File: config.mk
export PLATFORM = sky130hd
export DESIGN_NAME = serial_bit_feeder
export DESIGN_NICKNAME = d
export VERILOG_FILES = /design/src/rtl/serial_bit_feeder_pkg.sv /design/src/rtl/serial_bit_feeder.sv
export SDC_FILE = /design/constraint.sdc
export NUM_CORES = 1
export LEC_CHECK = 0
export ABC_AREA = 1
export CORE_MARGIN = 2
export CORE_UTILIZATION = 45
export DETAILED_ROUTE_END_ITERATION = 10
export PLACE_DENSITY = 0.75
export SLEW_MARGIN = 0
export SYNTH_ARGS = -nofsm -noshare
export SYNTH_HDL_FRONTEND = slang
export SYNTH_SLANG_ARGS = --single-unit
File: constraint.sdc
create_clock -name clk_pulse -period 1.8 [get_ports clk_pulse]
set_input_delay 0.36 -clock clk_pulse [delete_from_list [all_inputs] [get_ports clk_pulse]]
set_output_delay 0.36 -clock clk_pulse [all_outputs]
set_load 0.01 [all_outputs]
File: src/rtl/serial_bit_feeder_pkg.sv
// Shared FSM definitions for the serial feeder / pattern detector family.
//   state_t       : two-state controller encoding (IDLE, SHIFT)
//   DEFAULT_WIDTH : default parallel word width of the family
package serial_bit_feeder_pkg;

  localparam int DEFAULT_WIDTH = 8;

  typedef enum logic [0:0] {
    IDLE  = 1'b0,
    SHIFT = 1'b1
  } state_t;

endpackage : serial_bit_feeder_pkg

File: src/rtl/serial_bit_feeder.sv
// Parallel-to-serial word feeder. Accepts a WIDTH-bit word through a
// valid/ready handshake and presents it one bit per cycle on bit_out,
// back-to-back with no gap cycle when a new word is offered on the last bit.
//
// Ports:
//   clk_pulse   in   rising-edge clock for all state
//   clear       in   synchronous active-high reset
//   load_data   in   [WIDTH-1:0] word to serialize
//   load_valid  in   load_data is valid this cycle
//   load_ready  out  a word is accepted this cycle (state/bit_index only)
//   bit_out     out  registered serial bit, IDLE_LEVEL when not shifting
//   bit_valid   out  registered, high while bit_out carries a data bit
//   frame_done  out  registered one-cycle pulse after each word's last bit
//   words_sent  out  [7:0] completed-word count, wraps modulo 256
module serial_bit_feeder
  import serial_bit_feeder_pkg::*;
#(
  parameter int   WIDTH      = DEFAULT_WIDTH,
  parameter bit   MSB_FIRST  = 1'b1,
  parameter logic IDLE_LEVEL = 1'b0
) (
  input  logic             clk_pulse,
  input  logic             clear,
  input  logic [WIDTH-1:0] load_data,
  input  logic             load_valid,
  output logic             load_ready,
  output logic             bit_out,
  output logic             bit_valid,
  output logic             frame_done,
  output logic [7:0]       words_sent
);

  localparam int               IDX_W    = $clog2(WIDTH);
  localparam logic [IDX_W-1:0] LAST_IDX = IDX_W'(WIDTH - 1);

  state_t           state;
  logic [IDX_W-1:0] bit_index;
  logic [WIDTH-1:0] shreg;
  logic [WIDTH-1:0] shreg_adv;
  logic             last_bit;
  logic             transfer;

  // Bit presented first from a word, according to the shift direction.
  function automatic logic first_bit(input logic [WIDTH-1:0] w);
    return MSB_FIRST ? w[WIDTH-1] : w[0];
  endfunction

  // Word with the already-presented bit shifted out.
  function automatic logic [WIDTH-1:0] advance(input logic [WIDTH-1:0] w);
    return MSB_FIRST ? (w << 1) : (w >> 1);
  endfunction

  // The cycle in which the final bit of the word is on bit_out.
  assign last_bit   = (state == SHIFT) && (bit_index == LAST_IDX);
  assign load_ready = (state == IDLE) || last_bit;
  assign transfer   = load_valid && load_ready;
  assign shreg_adv  = advance(shreg);

  // NOTE: sequential state uses non-blocking assignments only, so every
  // register samples pre-edge values regardless of statement order.
  always_ff @(posedge clk_pulse) begin
    if (clear) begin
      // NOTE: the shift register is datapath storage, but it is cleared too
      // so an abandoned word can never leak into a later frame.
      state      <= IDLE;
      bit_index  <= '0;
      shreg      <= '0;
      bit_out    <= IDLE_LEVEL;
      bit_valid  <= 1'b0;
      frame_done <= 1'b0;
      words_sent <= 8'd0;
    end else begin
      frame_done <= last_bit;
      if (last_bit) words_sent <= words_sent + 8'd1;

      if (transfer) begin
        // New word: first bit goes straight to the output register so it
        // appears one cycle after the accepting edge.
        state     <= SHIFT;
        bit_index <= '0;
        shreg     <= load_data;
        bit_out   <= first_bit(load_data);
        bit_valid <= 1'b1;
      end else if ((state == SHIFT) && !last_bit) begin
        bit_index <= bit_index + IDX_W'(1);
        shreg     <= shreg_adv;
        bit_out   <= first_bit(shreg_adv);
        bit_valid <= 1'b1;
      end else begin
        state     <= IDLE;
        bit_index <= '0;
        shreg     <= '0;
        bit_out   <= IDLE_LEVEL;
        bit_valid <= 1'b0;
      end
    end
  end

endmodule : serial_bit_feeder
==> reports/results.txt, run 1 <==
status = complete, no violations
die area = 0.002327 mm^2
clk root buf = clkbuf_4
fmax = 0.6040 GHz
placed cells = 158
kind of critical path = reg -> out
number of synthesized flops with an enable pin = 0
skew final = 0.002874 ns
power per cell area = 679.5 mW/mm^2
WP buf/inv = 2
initial DRC count = 5
Routed WL = 1.462 mm
CP endpoint = load_ready
post-synthesis cell type with the largest combined area = dfxtp_1
latest clock arrival within the worst-skew pair = 0.29 ns
CP Cell Sequence = ha_1 > ha_2 > nor2_4 > inv_2 > clkbuf_2
Final Non-Filler Cells = 161
startpoint class of the critical path = flip-flop
peak supply drop = 0.0004637 V
crit share post-route = 0.9198
Slew Limit Fails = 0
drt first pass iters = 4
pre-CTS setup slack = 0.08036 ns
final setup violation count = 0
ys flop type = dfxtp_1
antenna violations before repair = 0
All-Layer GR Usage = 0.1508
unrepaired setup endpoints after global routing = no
core outline area = 0.001902 mm^2
postcts setup bufs = 0
CP endpoint kind = output port
drc violations = 0
vias per cell = 4.522
global-route wire length before repair = 2.456 mm
row count = 16
R2R setup slack = 0.44 ns
PortBufs = 22
fin util = 0.6132
drt wl/cell = 9.081 um
final critical-path setup slack = 0.1444 ns
crit path from = bit_index[0]
htree depth = 1
deepest clock path buffer count = 2
Final nets = 150
Slew HR = 0.8363
clock-pin slew on the worst setup and hold paths = 0.11 ns
Max-Cap Viols = 0
synth top area cells = dfxtp_1 50%, inv_1 6.8%, nor2_1 6.8%
Synth cell types = 20
die height = 48.24 um
critical-path maximum fanout = 2
delay-heaviest family, CP = adder cells
commonest cells in the netlist = 22 x dfxtp_1, 16 x inv_1, 16 x nor2_1, 15 x nand2_1, 10 x nand3_1
Die X = 48.24 um
synthesized area per cell = 8.156 um^2
Worst Path Arrival = 1.30 ns
CP max stage delay = 0.34 ns
Remaining Overflow, GRT = 0
worst slew pin tran = 0.2452 ns
setup TNS = 0 ns
worst r2r src = bit_index[0]
Final min period = 1.656 ns
slowest CP cell = dfxtp_2
Initial Util = 0.4632
Num CTS Buffers = 3
largest net degree at the start of global routing = 17
GP Congestion = 0.7547
DR vias = 728
R2R Path End = words_sent[7]
Hold Fails Final Rpt = 0
part of the Yosys area used for sequential elements = 0.5000
CTS Sinks = 22
Post-DP HPWL = 1.179 mm
Post-DRT Antenna Nets = 0
ys async rst share = 0
Ports = 23
top-count cell post-synth = dfxtp_1
worst reg-to-reg path cell count = 7
CTS tree = yes
Critical Path Stages = 5
syn nets = 122
synthesized area = 880.8 um^2
register bit total from synthesis = 22
type of the most critical hold path = reg -> reg
# diodes = 0
Static Leakage = 0.5330 nW
Layout area overhead = 32.39%
share of layout cells above drive strength 1 = 0.1194
# hold bufs at CTS = 0
top cell type's share of synthesized area = 0.5000
Yosys Warn Count = 0
Synth Instances = 108
vias in the first global route = 619
required time worst endpoint = 1.44 ns
## flip-flops by register name, summed over array words and instances, names as in the netlist
register / count
bit_valid: 1
bit_index: 3
bit_out: 1
frame_done: 1
shreg: 7
state: 1
words_sent: 8
## per-layer routing
layer | vias to the layer above | wire [um] | track usage | part of all wire
met4 | 0 | 23 | 0.06486 | 0.016
met1 | 309 | 641 | 0.1872 | 0.44
met2 | 21 | 720 | 0.2500 | 0.49
met5 | - | 0 | 0 | 0
li1 | 394 | - | - | -
met3 | 4 | 76 | 0.03333 | 0.052
## worst reg2reg max path: stages, from the launching register on
cell     delay [ns]
dfxtp_2        0.34
ha_1           0.19
ha_2           0.19
buf_4          0.15
nand2_4        0.13
nor2_2         0.07
a21oi_1        0.15
nor2_1         0.06
## worst min path at each step
stage / slack, ns / cells after the start / to / from
after floorplan: 0.40 / 1 / bit_index[0] / bit_index[0]
after global placement: 0.41 / 1 / bit_index[0] / bit_index[0]
after detailed placement: 0.42 / 1 / bit_index[0] / bit_index[0]
after CTS: 0.41 / 1 / bit_index[0] / bit_index[0]
after global routing: 0.45 / 1 / bit_index[0] / bit_index[0]
final: 0.41 / 1 / bit_index[0] / bit_index[0]
## stage by stage
stage	area (um^2)	hold WS (ns)	power (W)
after CTS	1171	0.4135	0.0008060
after floorplan	880.8	0.3992	0.0005527
after global placement	1145	0.4059	0.0005932
after detailed placement	1145	0.4215	0.0005955
after global routing	1166	0.4460	0.0008412
final	1166	0.4093	0.0007923
## repair_timing
| item | CTS | global route |
|---|---|---|
| resized for setup | 4 | 1 |
| endpoints found under the setup margin | 1 | 1 |
| pin swaps | 0 | 0 |
## cells in the final DEF, fill, tap and decap left out
master	synthesis	final
dfxtp_1	22	21
clkdlybuf4s50_1	0	21
inv_1	16	16
nor2_1	16	16
nand2_1	15	15
nand3_1	10	10
o21ai_0	8	8
a21oi_1	4	4
clkbuf_4	0	3
inv_2	2	2
nand3_2	2	2
ha_1	3	2
buf_4	0	2
nor2_4	1	1
nand2_4	1	1
nor2_8	1	1
o21a_1	1	1
nor2_2	1	1
xor2_1	1	1
nand4_1	1	1
nand3b_1	1	1
nor3_1	1	1
ha_2	0	1
dfxtp_2	0	1
clkbuf_2	0	1
## power by group
group	leakage (nW)	internal (W)	total (W)	switching [W]
registers	0.179	0.000502	0.000508	0.00000613
logic	0.340	0.0000390	0.0000736	0.0000345
clock network	0.0138	0.0000779	0.000211	0.000133
total	0.533	0.000619	0.000792	0.000174
## area by class of cell
class	instances	area [um^2]
clock buffer	3	22.52
fill	200	735.7
inverter	18	67.56
multi-input combinational	67	370.4
sequential	22	441.7
tap	27	33.78
timing repair buffer	24	230.2
## cell families after synthesis
group	after synthesis	share of synthesized area
AND/OR/NAND/NOR	50	0.2884
XOR/XNOR	1	0.009945
AO/OA/AOI/OAI	13	0.07671
flip-flops	22	0.5000
adder cells (fa/ha/maj)	3	0.04262
buffers and inverters	19	0.08239
Power figures use the tool's default switching activity.
==> inputs of run 2 (changes only) <==
--- a/config.mk
+++ b/config.mk
@@ -8,3 +8,2 @@
 export ABC_AREA = 1
-export CORE_MARGIN = 2
 export CORE_UTILIZATION = 45
==> constraint.sdc (replaced) <==
create_clock -name clk_pulse -period 1.8 [get_ports clk_pulse]
set_input_delay 0.45 -clock clk_pulse [delete_from_list [all_inputs] [get_ports clk_pulse]]
set_output_delay 0.45 -clock clk_pulse [all_outputs]
set_load 0.01 [all_outputs]
==> reports/results.txt, run 2 (synthesis results as in run 1) <==
Hold Fails Final Rpt = 0 (unchanged)
htree depth = 1 (unchanged)
core outline area = 0.001783 mm^2 (-6.2%)
type of the most critical hold path = reg -> reg
slowest CP cell = clkdlybuf4s50_1
PortBufs = 22 (unchanged)
Largest regs = words_sent (8), shreg (7), bit_index (3)
die area = 0.002138 mm^2 (-8.1%)
worst r2r src = bit_index[0]
Ports = 23 (unchanged)
worst hold endpoint = bit_index[0]
latest clock arrival within the worst-skew pair = 0.30 ns (about the same)
postcts setup bufs = 0 (unchanged)
unrepaired setup endpoints after global routing = no
GP Congestion = 0.7615 (+0.90%)
worst slew pin tran = 0.2630 ns (+0.01783 ns)
initial DRC count = 6 (+1)
fmax = 0.5765 GHz (-4.6%)
final setup violation count = 0 (unchanged)
Post-DRT Antenna Nets = 0 (unchanged)
critical-path maximum fanout = 5 (+3)
hold path depth = 1 (unchanged)
power per cell area = 711.4 mW/mm^2 (+4.7%)
WP buf/inv = 1 (-1)
largest net degree at the start of global routing = 17 (unchanged)
global-route wire length before repair = 2.511 mm (+2.2%)
CP endpoint kind = output port
DR vias = 740 (+1.6%)
CTS tree = yes
most frequent cells in the layout = 21 x dfxtp_1, 21 x clkdlybuf4s50_1, 16 x inv_1, 16 x nor2_1, 15 x nand2_1
skew final = 0.006493 ns (+0.003620 ns)
Slew HR = 0.8244 (-0.01191)
CTS Sinks = 22 (unchanged)
Static Leakage = 0.5362 nW (+0.60%)
All-Layer GR Usage = 0.1663 (+0.01546)
Die X = 46.24 um (-4.1%)
worst reg-to-reg path cell count = 8 (+1)
drc violations = 0 (unchanged)
die height = 46.24 um (-4.1%)
Fillers = 159 (-21%)
clk root buf = clkbuf_4
status = complete, no violations
fin util = 0.6674 (+0.05421)
Initial Util = 0.4940 (+0.03088)
cell area after layout = 0.001190 mm^2 (+2.0%)
Num CTS Buffers = 3 (unchanged)
Remaining Overflow, GRT = 0 (unchanged)
Post-DP HPWL = 1.150 mm (-2.5%)
CP Cell Sequence = clkdlybuf4s50_1
Placed Area = 0.001142 mm^2 (-0.22%)
peak supply drop = 0.0005353 V (+15%)
Final nets = 150 (unchanged)
share of layout cells above drive strength 1 = 0.1333 (+0.01393)
CP max stage delay = 0.56 ns (+0.22 ns)
Routed WL = 1.561 mm (+6.8%)
required time worst endpoint = 1.35 ns (-0.09 ns)
# hold bufs at CTS = 0 (unchanged)
row count = 15 (-1)
delay-heaviest family, CP = buffers and inverters
# diodes = 0 (unchanged)
drt first pass iters = 4 (unchanged)
deepest clock path buffer count = 2 (unchanged)
drt wl/cell = 9.756 um (+7.4%)
hold wc startpoint = bit_index[0]
vias per cell = 4.625 (+2.3%)
startpoint class of the critical path = flip-flop
crit share post-route = 0.9636 (+0.04387)
Max-Cap Viols = 0 (unchanged)
setup TNS = 0 ns (unchanged)
Layout area overhead = 35.09%
number of flip-flops in the largest register = 8 (unchanged)
antenna violations before repair = 0 (unchanged)
vias in the first global route = 626 (+1.1%)
Final min period = 1.735 ns (+0.07897 ns)
register with the most flip-flops = words_sent
kind of critical path = reg -> out
clock-pin slew on the worst setup and hold paths = 0.12 ns (about the same)
R2R Path End = words_sent[5]
Worst Path Arrival = 1.28 ns (-0.02 ns)
Slew Limit Fails = 0 (unchanged)
R2R setup slack = 0.46 ns (+0.02 ns)
[run 2: cell count changes in the layout (fill, tap and decap cells not counted), sizes merged]
| cell | delta |
|---|---|
| buf | +1 |
[run 2: layout make-up]
cell class / count / area [um^2] / share of cell area
Clock buffer: 4 / 36.28 / 0.03049
Multi-Input combinational cell: 67 / 382.9 / 0.3218
Timing Repair Buffer: 24 / 230.2 / 0.1935
Inverter: 18 / 67.56 / 0.05678
Sequential cell: 22 / 441.7 / 0.3712
Tap cell: 25 / 31.28 / 0.02629
[run 2: worst max path at each step]
stage	start	endpoint	slack [ns]	depth (start not counted)
after CTS	bit_index[0]	load_ready	0.03	5
after floorplan	bit_index[0]	load_ready	0.35	4
after global placement	bit_index[0]	load_ready	0.02	5
after global routing	words_sent[5]	words_sent[5]	0.002	1
after detailed placement	bit_index[0]	load_ready	0.01	5
final	words_sent[3]	words_sent[3]	0.07	1
[run 2: timing repair]
| item | in CTS | in global routing |
|---|---|---|
| setup endpoints to repair | 1 | 1 |
| pin swaps | 0 | 1 |
| resized for setup | 6 | 2 |
| gates cloned | 0 | 0 |
[run 2: through the flow]
stage	cells	power (W)	hold slack [ns]	setup slack, ns
detailed placement	156	0.0005956	0.4232	0.01009
CTS	160	0.0008539	0.4138	0.03067
global placement	156	0.0005932	0.4060	0.01879
global route	160	0.0008917	0.4407	0.002347
floorplan	108	0.0005527	0.3992	0.3501
finish	160	0.0008464	0.4139	0.06546
[run 2: worst register-to-register path, cell delays in order (launching register included)]
cell and delay (ns):
dfxtp_2 0.35, ha_2 0.18, ha_4 0.14, buf_4 0.12
nand2_4 0.09, nor2_2 0.17, nand3b_1 0.09, nand2_1 0.06
nor2_1 0.04
[run 2: per-layer routing]
metal	vias to the layer above	GRT usage	routed length [um]
li1	392	-	-
met2	19	0.2901	835
met5	-	0	0
met3	2	0.02745	65
met1	327	0.1842	648
met4	0	0.1059	12
[run 2: report_power, final]
group / total (W) / switching [W] / internal [W]
Clock: 0.000261 / 0.000138 / 0.000123
Sequential: 0.000508 / 0.00000617 / 0.000502
Combinational: 0.0000770 / 0.0000365 / 0.0000405
==> inputs of run 3 (changes only) <==
Settings changed: CTS_BUF_LIST set to sky130_fd_sc_hd__clkbuf_4.
==> reports/results.txt, run 3 (synthesis results as in run 1) <==
status = complete, no violations
CP max stage delay = 0.56 ns (about the same)
share of layout cells above drive strength 1 = 0.1259 (-0.007407)
kind of critical path = reg -> out
# hold bufs at CTS = 0 (unchanged)
pre-CTS setup slack = 0.01009 ns (unchanged)
vias in the first global route = 628 (+0.32%)
Num CTS Buffers = 3 (unchanged)
slowest CP cell = clkdlybuf4s50_1
CTS tree = yes
R2R setup slack = 0.45 ns (about the same)
startpoint class of the critical path = flip-flop
peak supply drop = 0.0005335 V (-0.34%)
Static Leakage = 0.5314 nW (-0.88%)
fmax = 0.5786 GHz (+0.37%)
skew final = 0.009512 ns (+0.003018 ns)
Final nets = 150 (unchanged)
Slew Limit Fails = 0 (unchanged)
largest net degree at the start of global routing = 17 (unchanged)
final setup violation count = 0 (unchanged)
type of the most critical hold path = reg -> reg
worst slew pin tran = 0.2648 ns (+0.001738 ns)
deepest clock path buffer count = 2 (unchanged)
setup TNS = 0 ns (unchanged)
Final min period = 1.728 ns (-0.006361 ns)
Logic pwr share = 0.096 (+0.005)
clk root buf = clkbuf_4
Ports = 23 (unchanged)
WP buf/inv = 1 (unchanged)
Post-DP HPWL = 1.150 mm (unchanged)
Hold Fails Final Rpt = 0 (unchanged)
drc violations = 0 (unchanged)
clock-pin slew on the worst setup and hold paths = 0.12 ns (about the same)
Initial Util = 0.4940 (unchanged)
switching portion of total power = 0.2230 (+0.009437)
drt first pass iters = 4 (unchanged)
DR vias = 750 (+1.4%)
GP Congestion = 0.7615 (unchanged)
latest clock arrival within the worst-skew pair = 0.30 ns (about the same)
Layout area overhead = 33.95%
most frequent cells in the layout = 21 x dfxtp_1, 21 x clkdlybuf4s50_1, 16 x inv_1, 16 x nor2_1, 15 x nand2_1
register with the most flip-flops = words_sent
Remaining Overflow, GRT = 0 (unchanged)
Post-DRT Antenna Nets = 0 (unchanged)
vias per cell = 4.688 (+1.4%)
power per cell area = 678.8 mW/mm^2 (-4.6%)
final critical-path setup slack = 0.07182 ns (+0.006361 ns)
die height = 46.24 um (unchanged)
All-Layer GR Usage = 0.1630 (-0.003244)
Int Power = 0.0006223 W (-6.5%)
critical-path maximum fanout = 5 (unchanged)
number of flip-flops in the largest register = 8 (unchanged)
part of the power in the clock network = 0.270 (-0.039)
CTS Sinks = 22 (unchanged)
htree depth = 1 (unchanged)
fin util = 0.6618 (-0.005614)
Slew HR = 0.8232 (-0.001160)
crit share post-route = 0.9601 (-0.003534)
core outline area = 0.001783 mm^2 (unchanged)
Psw = 0.0001786 W (-1.2%)
row count = 15 (unchanged)
initial DRC count = 6 (unchanged)
global-route wire length before repair = 2.497 mm (-0.56%)
antenna violations before repair = 0 (unchanged)
Die X = 46.24 um (unchanged)
CP endpoint kind = output port
# diodes = 0 (unchanged)
CP Cell Sequence = clkdlybuf4s50_1
required time worst endpoint = 1.35 ns (about the same)
Worst Path Arrival = 1.28 ns (about the same)
die area = 0.002138 mm^2 (unchanged)
Max-Cap Viols = 0 (unchanged)
Routed WL = 1.573 mm (+0.77%)
sequential power share = 0.634 (+0.034)
PortBufs = 22 (unchanged)
Largest regs = words_sent (8), shreg (7), bit_index (3)
delay-heaviest family, CP = buffers and inverters
drt wl/cell = 9.831 um (+0.77%)
-- run 3: changes by cell type in the layout (fill, tap and decap cells not counted), sizes merged --
cell,before,now
clkbuf,4,3
clkinv,0,1
-- run 3: power groups by stage --
| stage | sequential [W] | combinational [W] | clock, W |
|---|---|---|---|
| after floorplan | 0.000520 | 0.0000331 | 0 |
| after global placement | 0.000518 | 0.0000749 | 0 |
| after detailed placement | 0.000519 | 0.0000767 | 0 |
| after CTS | 0.000508 | 0.0000752 | 0.000226 |
| after global routing | 0.000510 | 0.0000851 | 0.000246 |
| final | 0.000508 | 0.0000765 | 0.000216 |
-- run 3: cell type report --
| class | instances | area [um^2] |
|---|---|---|
| Fill cell | 162 | 603.1 |
| Sequential cell | 22 | 441.7 |
| Multi-Input combinational cell | 67 | 382.9 |
| Timing Repair Buffer | 24 | 230.2 |
| Inverter | 18 | 67.56 |
| Tap cell | 25 | 31.28 |
| Clock buffer | 3 | 22.52 |
| Clock inverter | 1 | 3.754 |
-- run 3: per-layer routing --
metal	part of all wire	vias up	track usage
li1	-	393	-
met1	0.41	336	0.1794
met2	0.54	19	0.2930
met3	0.041	2	0.02745
met4	0.0076	0	0.08824
met5	0	-	0
-- run 3: per-stage QoR --
stage,cells,hold slack (ns),area (um^2),power [W]
2_1_floorplan,108,0.3992,880.8,0.0005527
3_3_place_gp,156,0.4060,1142,0.0005932
3_5_place_dp,156,0.4232,1142,0.0005956
4_1_cts,160,0.4138,1167,0.0008096
5_1_grt,160,0.4407,1180,0.0008416
6_report,160,0.4139,1180,0.0008009
-- run 3: worst paths after layout --
kind	end	from	cells after the start
max	words_sent[3]	words_sent[3]	1
min	bit_index[0]	bit_index[0]	1
min reg2reg	bit_index[0]	bit_index[0]	1
max reg2reg	words_sent[5]	bit_index[0]	8
-- run 3: repair_timing --
action,in CTS,in global routing
gates cloned,0,0
setup buffers,0,0
setup endpoints to repair,1,1
gates resized for setup,6,2
